===== src/rtl/tt_pkg.sv =====
// Shared definitions for the truth-table sweeper: FSM state encoding and
// a width helper for the settle countdown.
package tt_pkg;

  localparam logic [1:0] ST_IDLE = 2'd0;
  localparam logic [1:0] ST_RUN  = 2'd1;
  localparam logic [1:0] ST_DONE = 2'd2;

  // Bits needed to hold values 0..v-1, never less than one.
  function automatic int unsigned clog2_min1(input int unsigned v);
    int unsigned w;
    w = 1;
    while ((32'd1 << w) < v) w++;
    return w;
  endfunction

endpackage


===== src/rtl/tt_settle_timer.sv =====
// Settle countdown: load sets the count, then it decrements to zero and
// holds; expire is high whenever the count sits at zero.
module tt_settle_timer #(
  parameter int unsigned W = 4
) (
  input  logic         clk,
  input  logic         rst,
  input  logic         load,
  input  logic [W-1:0] value,
  output logic         expire
);

  logic [W-1:0] cnt_q, cnt_d;

  always_comb begin
    cnt_d = cnt_q;
    if (load) begin
      cnt_d = value;
    end else if (cnt_q != '0) begin
      cnt_d = cnt_q - W'(1);
    end
  end

  always_ff @(posedge clk or posedge rst) begin
    if (rst) cnt_q <= '0;
    else     cnt_q <= cnt_d;
  end

  assign expire = (cnt_q == '0);

endmodule


===== src/rtl/tt_sweeper.sv =====
// Exhaustive truth-table sweeper: walks every input vector, holds each for
// SETTLE cycles, and compares the DUT response against a golden table.
module tt_sweeper
  import tt_pkg::*;
#(
  parameter int unsigned N_IN        = 4,
  parameter int unsigned SETTLE      = 10,
  parameter bit          STOP_ON_ERR = 1'b0
) (
  input  logic                   clk,
  input  logic                   rst,
  input  logic                   start,
  input  logic                   abort,
  input  logic [(1<<N_IN)-1:0]   expected,
  input  logic                   dut_out,
  output logic [N_IN-1:0]        vec,
  output logic                   busy,
  output logic                   done,
  output logic                   pass,
  output logic [N_IN:0]          err_count,
  output logic [N_IN-1:0]        first_err_idx
);

  localparam int unsigned VW = N_IN;
  localparam int unsigned EW = N_IN + 1;
  localparam int unsigned CW = clog2_min1(SETTLE);
  localparam logic [CW-1:0] SETTLE_LD = CW'(SETTLE - 1);
  localparam logic [VW-1:0] VEC_LAST  = {VW{1'b1}};

  logic [1:0]    state_q, state_d;
  logic [VW-1:0] vec_q, vec_d;
  logic [EW-1:0] err_q, err_d;
  logic [VW-1:0] fe_q, fe_d;
  logic          busy_q, busy_d;
  logic          done_q, done_d;
  logic          pass_q, pass_d;
  logic          load_c;
  logic          expire_c;
  logic          mismatch_c;

  tt_settle_timer #(.W(CW)) u_timer (
    .clk    (clk),
    .rst    (rst),
    .load   (load_c),
    .value  (SETTLE_LD),
    .expire (expire_c)
  );

  assign mismatch_c = (dut_out != expected[vec_q]);

  // Next-state: start from IDLE/DONE, sample/advance in RUN, abort wins over sample.
  always_comb begin
    state_d = state_q;
    vec_d   = vec_q;
    err_d   = err_q;
    fe_d    = fe_q;
    busy_d  = busy_q;
    done_d  = done_q;
    load_c  = 1'b0;
    case (state_q)
      ST_IDLE, ST_DONE: begin
        if (start) begin
          state_d = ST_RUN;
          vec_d   = '0;
          err_d   = '0;
          fe_d    = '0;
          busy_d  = 1'b1;
          done_d  = 1'b0;
          load_c  = 1'b1;
        end
      end
      ST_RUN: begin
        if (abort) begin
          state_d = ST_IDLE;
          busy_d  = 1'b0;
          done_d  = 1'b0;
        end else if (expire_c) begin
          if (mismatch_c) begin
            err_d = err_q + EW'(1);
            if (err_q == '0) fe_d = vec_q;
          end
          if ((vec_q == VEC_LAST) || (STOP_ON_ERR && mismatch_c)) begin
            state_d = ST_DONE;
            busy_d  = 1'b0;
            done_d  = 1'b1;
          end else begin
            vec_d  = vec_q + VW'(1);
            load_c = 1'b1;
          end
        end
      end
      default: begin
        state_d = ST_IDLE;
        busy_d  = 1'b0;
        done_d  = 1'b0;
      end
    endcase
    pass_d = done_d && (err_d == '0);
  end

  always_ff @(posedge clk or posedge rst) begin
    if (rst) begin
      state_q <= ST_IDLE;
      vec_q   <= '0;
      err_q   <= '0;
      fe_q    <= '0;
      busy_q  <= 1'b0;
      done_q  <= 1'b0;
      pass_q  <= 1'b0;
    end else begin
      state_q <= state_d;
      vec_q   <= vec_d;
      err_q   <= err_d;
      fe_q    <= fe_d;
      busy_q  <= busy_d;
      done_q  <= done_d;
      pass_q  <= pass_d;
    end
  end

  assign vec           = vec_q;
  assign busy          = busy_q;
  assign done          = done_q;
  assign pass          = pass_q;
  assign err_count     = err_q;
  assign first_err_idx = fe_q;

endmodule


===== config.mk =====
export PLATFORM = sky130hd
export DESIGN_NAME = tt_sweeper
export DESIGN_NICKNAME = d
export VERILOG_FILES = /design/src/rtl/tt_pkg.sv /design/src/rtl/tt_settle_timer.sv /design/src/rtl/tt_sweeper.sv
export SDC_FILE = /design/constraint.sdc
export NUM_CORES = 1
export LEC_CHECK = 0
export ABC_AREA = 1
export BUFFER_PORTS_ARGS = -buffer_cell sky130_fd_sc_hd__buf_2
export CORE_MARGIN = 2
export CORE_UTILIZATION = 47
export DETAILED_ROUTE_END_ITERATION = 8
export GPL_ROUTABILITY_DRIVEN = 0
export PLACE_DENSITY = 0.8
export SLEW_MARGIN = 20
export SYNTH_ARGS = -nofsm -noshare
export SYNTH_HDL_FRONTEND = slang
export SYNTH_SLANG_ARGS = --single-unit

===== constraint.sdc =====
create_clock -name clk -period 3.5 [get_ports clk]
set_clock_uncertainty 0.15 [all_clocks]
set_input_delay 0.35 -clock clk [delete_from_list [all_inputs] [get_ports clk]]
set_output_delay 0.35 -clock clk [all_outputs]
set_load 0.05 [all_outputs]

### Word level (Yosys, flattened, before mapping)

Index checks and enable logic that the tools add are counted.

* add/sub/neg operators: 3
* magnitude comparators: 1
* eq/ne operators: 12
* multiplexer cells: 39
* reduce and logical (&&, ||, !) cells: 12

Operators by type and width (count)
* $mux 4: 10
* $mux 5: 4
* $pmux 4 s2: 2
* $mux 1: 13
* $ne 2x2->1 const B: 6
* $logic_not 5->1: 2
* $pmux 5 s2: 1
* $mux 2: 4
* $ne 3x3->1 const B: 2
* $pmux 1 s2: 3
* $reduce_and 6->1: 1
* $add 5x1->5 const B: 1
* $lt 4x5->1 const B: 1
* $reduce_and 5->1: 1
* $add 4x1->4 const B: 1
* $bmux 1 s4: 1
* $eq 4x4->1 const B: 1
* $logic_not 4->1: 1
* $pmux 2 s2: 1
* $reduce_bool 2->1: 2
* $reduce_bool 4->1: 1
* $sub 4x1->4 const B: 1
* $reduce_and 3->1: 1
* $eq 2x1->1 const B: 1
* other kinds (5): 5

* register bits after elaboration: 22
* output and inout port bits: 16

### Longest topological paths before layout

* depth after elaboration: 9
* mapped depth: 16
* gate-level depth less buffers: 16

### Cells and area by module

Synthesis repeated with hierarchy kept, for this count alone.

* cells, all modules: 208
* area total of the unflattened synthesis: 1483.9 µm²

By module, submodules not included
* tt_sweeper: times used 1, cells an instance 170, area each 1224.9 µm², seq. area each 450.4 µm²
* tt_settle_timer: times used 1, cells an instance 38, area each 259.0 µm², seq. area each 100.1 µm²

### Worst setup path before layout

No wires, ideal clock.

* kind: register to register
* start: register vec_q[0], in the netlist vec[0]
* end: register pass_q, in the netlist pass
* arrival time: 1.766 ns
* slack: 1.470 ns
* cell stages (with the launch flop): 15
* path buffers: 1
* clock period less this slack: 2.030 ns
* cell sequence: dfrtp_1 buf_6 nand2_1 nand3_1 nand3_1 nand3_2 nand2_1 nand2_2 nand2_4 nand2_2 nand2_1 nand3_1 nand2_1 nand2_1 nor2_1

* word-level cells in the longest chain between the ends: 9
* elaborated cells between the ends (all ways): 14
* those cells by class: 2 x eq/ne; 10 x mux; 2 x reduce/logical

Ends and longest elaborated chain
* start: declaration: RTL line tt_sweeper.sv:31 `logic [VW-1:0] vec_q, vec_d;`
* start signal: assignment: RTL line tt_sweeper.sv:112 `vec_q <= vec_d;`
* $bmux 1 s4: RTL line tt_sweeper.sv:49 `assign mismatch_c = (dut_out != expected[vec_q]);`
* $mux 1 (implied by the code): RTL line tt_sweeper.sv:49
* $ne 1x1->1: RTL line tt_sweeper.sv:49
* $mux 5: RTL line tt_sweeper.sv:78 `if (mismatch_c) begin`
* $mux 5: RTL line tt_sweeper.sv:77 `end else if (expire_c) begin`
* $mux 5: RTL line tt_sweeper.sv:73 `if (abort) begin`
* $pmux 5 s2: RTL line tt_sweeper.sv:60 `case (state_q)`
* $logic_not 5->1: RTL line tt_sweeper.sv:98 `pass_d = done_d && (err_d == '0);`
* $logic_and 1x1->1 (*): RTL line tt_sweeper.sv:98
* net pass_d: RTL line tt_sweeper.sv:36 `logic pass_q, pass_d;`
* end signal: assignment: RTL line tt_sweeper.sv:117 `pass_q <= pass_d;`
* end: declaration: RTL line tt_sweeper.sv:36

The timed path passes the listed nets; every way through them passes the cells marked *. The select of a mux whose other input is x is not followed.
A chain may end at the register's enable or synchronous reset.

### Worst setup path in the final report

* start: register vec_q[0], in the netlist vec[0]
* end: register pass_q, in the netlist pass

* word-level cells in the longest chain between the ends: 9
* elaborated cells between the ends (all ways): 14
* those cells by class: 2 x eq/ne; 10 x mux; 2 x reduce/logical

Ends and longest elaborated chain
* $bmux 1 s4: RTL line tt_sweeper.sv:49
* $mux 1 (implied by the code): RTL line tt_sweeper.sv:49
* $ne 1x1->1: RTL line tt_sweeper.sv:49
* $mux 5: RTL line tt_sweeper.sv:78
* $mux 5: RTL line tt_sweeper.sv:77
* $mux 5: RTL line tt_sweeper.sv:73
* $pmux 5 s2: RTL line tt_sweeper.sv:60
* net err_d[0]: RTL line tt_sweeper.sv:32 `logic [EW-1:0] err_q, err_d;`
* $logic_not 5->1: RTL line tt_sweeper.sv:98
* $logic_and 1x1->1: RTL line tt_sweeper.sv:98
* net pass_d: RTL line tt_sweeper.sv:36

The timed path passes the listed nets, and every way through them passes these cells. The select of a mux whose other input is x is not followed.

==> results.toml <==
[status]
outcome = "completed"

[clock_tree]
cts.clk_slew.worst_paths_ns = 0.13
post_cts_buffers = 0
h-tree-depth = 1
cts_tree = "done"
clkLatencyLatePin_ns = 0.32
clock-sinks = 22
clock_path_buffers = 2
cts_resized = 0
cts_root_buf = "clkbuf_4"
cts_buffers = 3
hold_buffers = 0

[placed_design]
dpl.hpwl_um = 2257
dpl_worst_slack_ns = 1.393
portBuffers = 36

[grt]
grt_max_degree = 23
grt_pass1_wl_um = 5009
grt_pass1_vias = 1215
antenna_found_initial = 0
grt_usage_pct = 18.26
grt_overflow = 0

[synth]
synth-edff-count = 0
syn-cell-area_um2 = 1441
synthArstFlopShare_pct = 100.0
yosys_warnings = 0
yosys_most_used_dff = "dfrtp_1"
netlist_instances = 203
avgSynthCellArea_um2 = 7.100
synth-seq-cells = 22
synth_nets = 228
seq_area_frac_synth_pct = 38.19
ys_types = 26

[worst_setup_path]
startpoint_type = "flip-flop"
path_cells = "inv_2 > nand2_1 > nand3_1 > nand3_1 > nand3_2 > nand2_1 > nand2_2 > nand2_4 > nand2_2 > o21ai_2 > nand2_1 > inv_1 > nand2_1 > nor2_1"
critPathMaxStageDelay_ns = 0.64
path_common_cell = "nand2_1"
crit_family = "simple AND/OR/NAND/NOR gates"
cp.arrival_ns = 2.25
crit_fanout = 13
cp-end-kind = "flip-flop"
worst-setup-path-type = "reg2reg"
crit_buf_inv = 2
slowest_stage = "dfrtp_1"
r2r_slack_ns = 1.36
required_ns = 3.61

[timing]
rsz0062_at_grt = "no"
fin_setup_tns_ns = 0
period_share_pct = 61.18
hold_viol = 0
slew_violations = 0
max_freq_mhz = 467.0
worst_slew_pin_slew_ns = 0.8041
min_period_ns = 2.141
fin_ws_ns = 1.359
setup-violations-final = 0
slew_headroom_pct = 46.33

[cells_and_area]
diodes = 0
num-nets-final = 267
syn2layout_area_growth_pct = 16.75
post-route-util_pct = 56.51
drive_gt1_share_pct = 25.31
n_fill_cell = 280

[floorplan]
num_io_pins = 37
rows = 20
start_util_pct = 48.40
dieArea_um2 = 3526
die_w_um = 59.38
fp.coreArea_um2 = 2978
die_y_um = 59.38

[routing]
dr.pass1.iters = 5
route.vias.total = 1352
drc_errors = 0
wl_um = 2927
vias_per_cell = 4.934
ant_nets = 0
drtIter0Drc = 64
wl_per_cell_um = 10.68

[pwr]
p_total_w = 0.001006
vdd_ir_drop_max_mv = 0.3339
powerDensity_nw_per_um2 = 597.6
p_leak_nw = 0.9595

[job]
cap_violations = 0

[hold_path]
hp-class = "in2async"
-- registers in the layout (all words and copies together) (netlist names) --
register,count
u_timer.cnt_q,4
state_q,2
done,1
pass,1
vec,4
busy,1
err_count,5
first_err_idx,4
-- metal layers --
| metal | vias up | part of all wire (%) | track usage (%) |
|---|---|---|---|
| met5 | - | 0 | 0 |
| met4 | 0 | 1.6 | 4.870 |
| met3 | 7 | 3.1 | 2.620 |
| met2 | 25 | 48 | 29.67 |
| met1 | 612 | 47 | 25.41 |
| li1 | 708 | - | - |
-- final cells by class --
class	count	area [um2]	share of cell area [%]
Multi-Input combinational cell	135	709.4	42.16
Tap cell	33	41.29	2.454
Inverter	44	165.2	9.814
Sequential cell	22	550.5	32.71
Clock buffer	4	36.28	2.156
Timing Repair Buffer	36	180.2	10.71
-- stage by stage --
step,instance area [um2],std cells,hold slack (ns)
2_1_floorplan,1441,203,0.1892
3_3_place_gp,1647,270,0.3125
3_5_place_dp,1647,270,0.3187
4_1_cts,1683,274,0.04900
5_1_grt,1683,274,0.1019
6_report,1683,274,0.01470
-- cell usage after synthesis, types with 2 or more instances --
cell | number | area, um2
a21oi_1 | 5 | 25.02
dfrtp_1 | 22 | 550.5
ha_1 | 4 | 50.05
inv_1 | 40 | 150.1
inv_2 | 4 | 15.01
nand2_1 | 47 | 176.4
nand2_2 | 6 | 37.54
nand3_1 | 18 | 90.09
nand3_2 | 2 | 20.02
nand4_1 | 5 | 31.28
nor2_1 | 17 | 63.81
nor2_4 | 3 | 33.78
nor3_1 | 7 | 35.03
o21ai_0 | 11 | 55.05
-- cells in the final DEF, fill, tap and decap left out --
cell / synthesis / final
a21oi_1: 5 / 5
buf_2: 1 / 36
clkbuf_4: 0 / 3
clkbuf_8: 0 / 1
dfrtp_1: 22 / 22
ha_1: 4 / 4
inv_1: 40 / 40
inv_2: 4 / 4
nand2_1: 47 / 47
nand2_2: 6 / 6
nand2_4: 1 / 1
nand3_1: 18 / 18
nand3_2: 2 / 2
nand3_4: 1 / 1
nand4_1: 5 / 5
nor2_1: 17 / 17
nor2_2: 1 / 1
nor2_4: 3 / 3
nor3_1: 7 / 7
nor4_1: 1 / 1
o211ai_1: 1 / 1
o21ai_0: 11 / 11
o21ai_2: 1 / 1
o21bai_2: 1 / 1
o31ai_1: 1 / 1
or2_2: 1 / 1
xnor2_1: 1 / 1
-- power breakdown --
group	internal (W)	total, W	leakage, nW	switching, W
combinational	0.000153	0.000490	0.648	0.000337
sequential	0.000306	0.000373	0.291	0.0000667
clock	0.0000636	0.000143	0.0210	0.0000792
total	0.000523	0.00101	0.960	0.000483
-- final timing paths --
kind | start | depth (start not counted) | end
worst max-delay path | vec[0] | 14 | pass
worst min-delay path | rst | 2 | err_count[2]
worst max register to register | vec[0] | 14 | pass
worst min register to register | first_err_idx[1] | 2 | first_err_idx[1]
max in group asynchronous | rst | 2 | u_timer.cnt_q[2]
min in group clk | start | 3 | busy
-- cell families after synthesis --
kind of cell / Yosys count / share of synthesized area (%)
flip-flops: 22 / 38.19
AO/OA/AOI/OAI: 20 / 7.986
XOR/XNOR: 1 / 0.6077
adder cells (fa/ha/maj): 4 / 3.472
buffers and inverters: 46 / 12.59
AND/OR/NAND/NOR: 110 / 37.15
No activity file was read; power rests on OpenSTA's default activity.
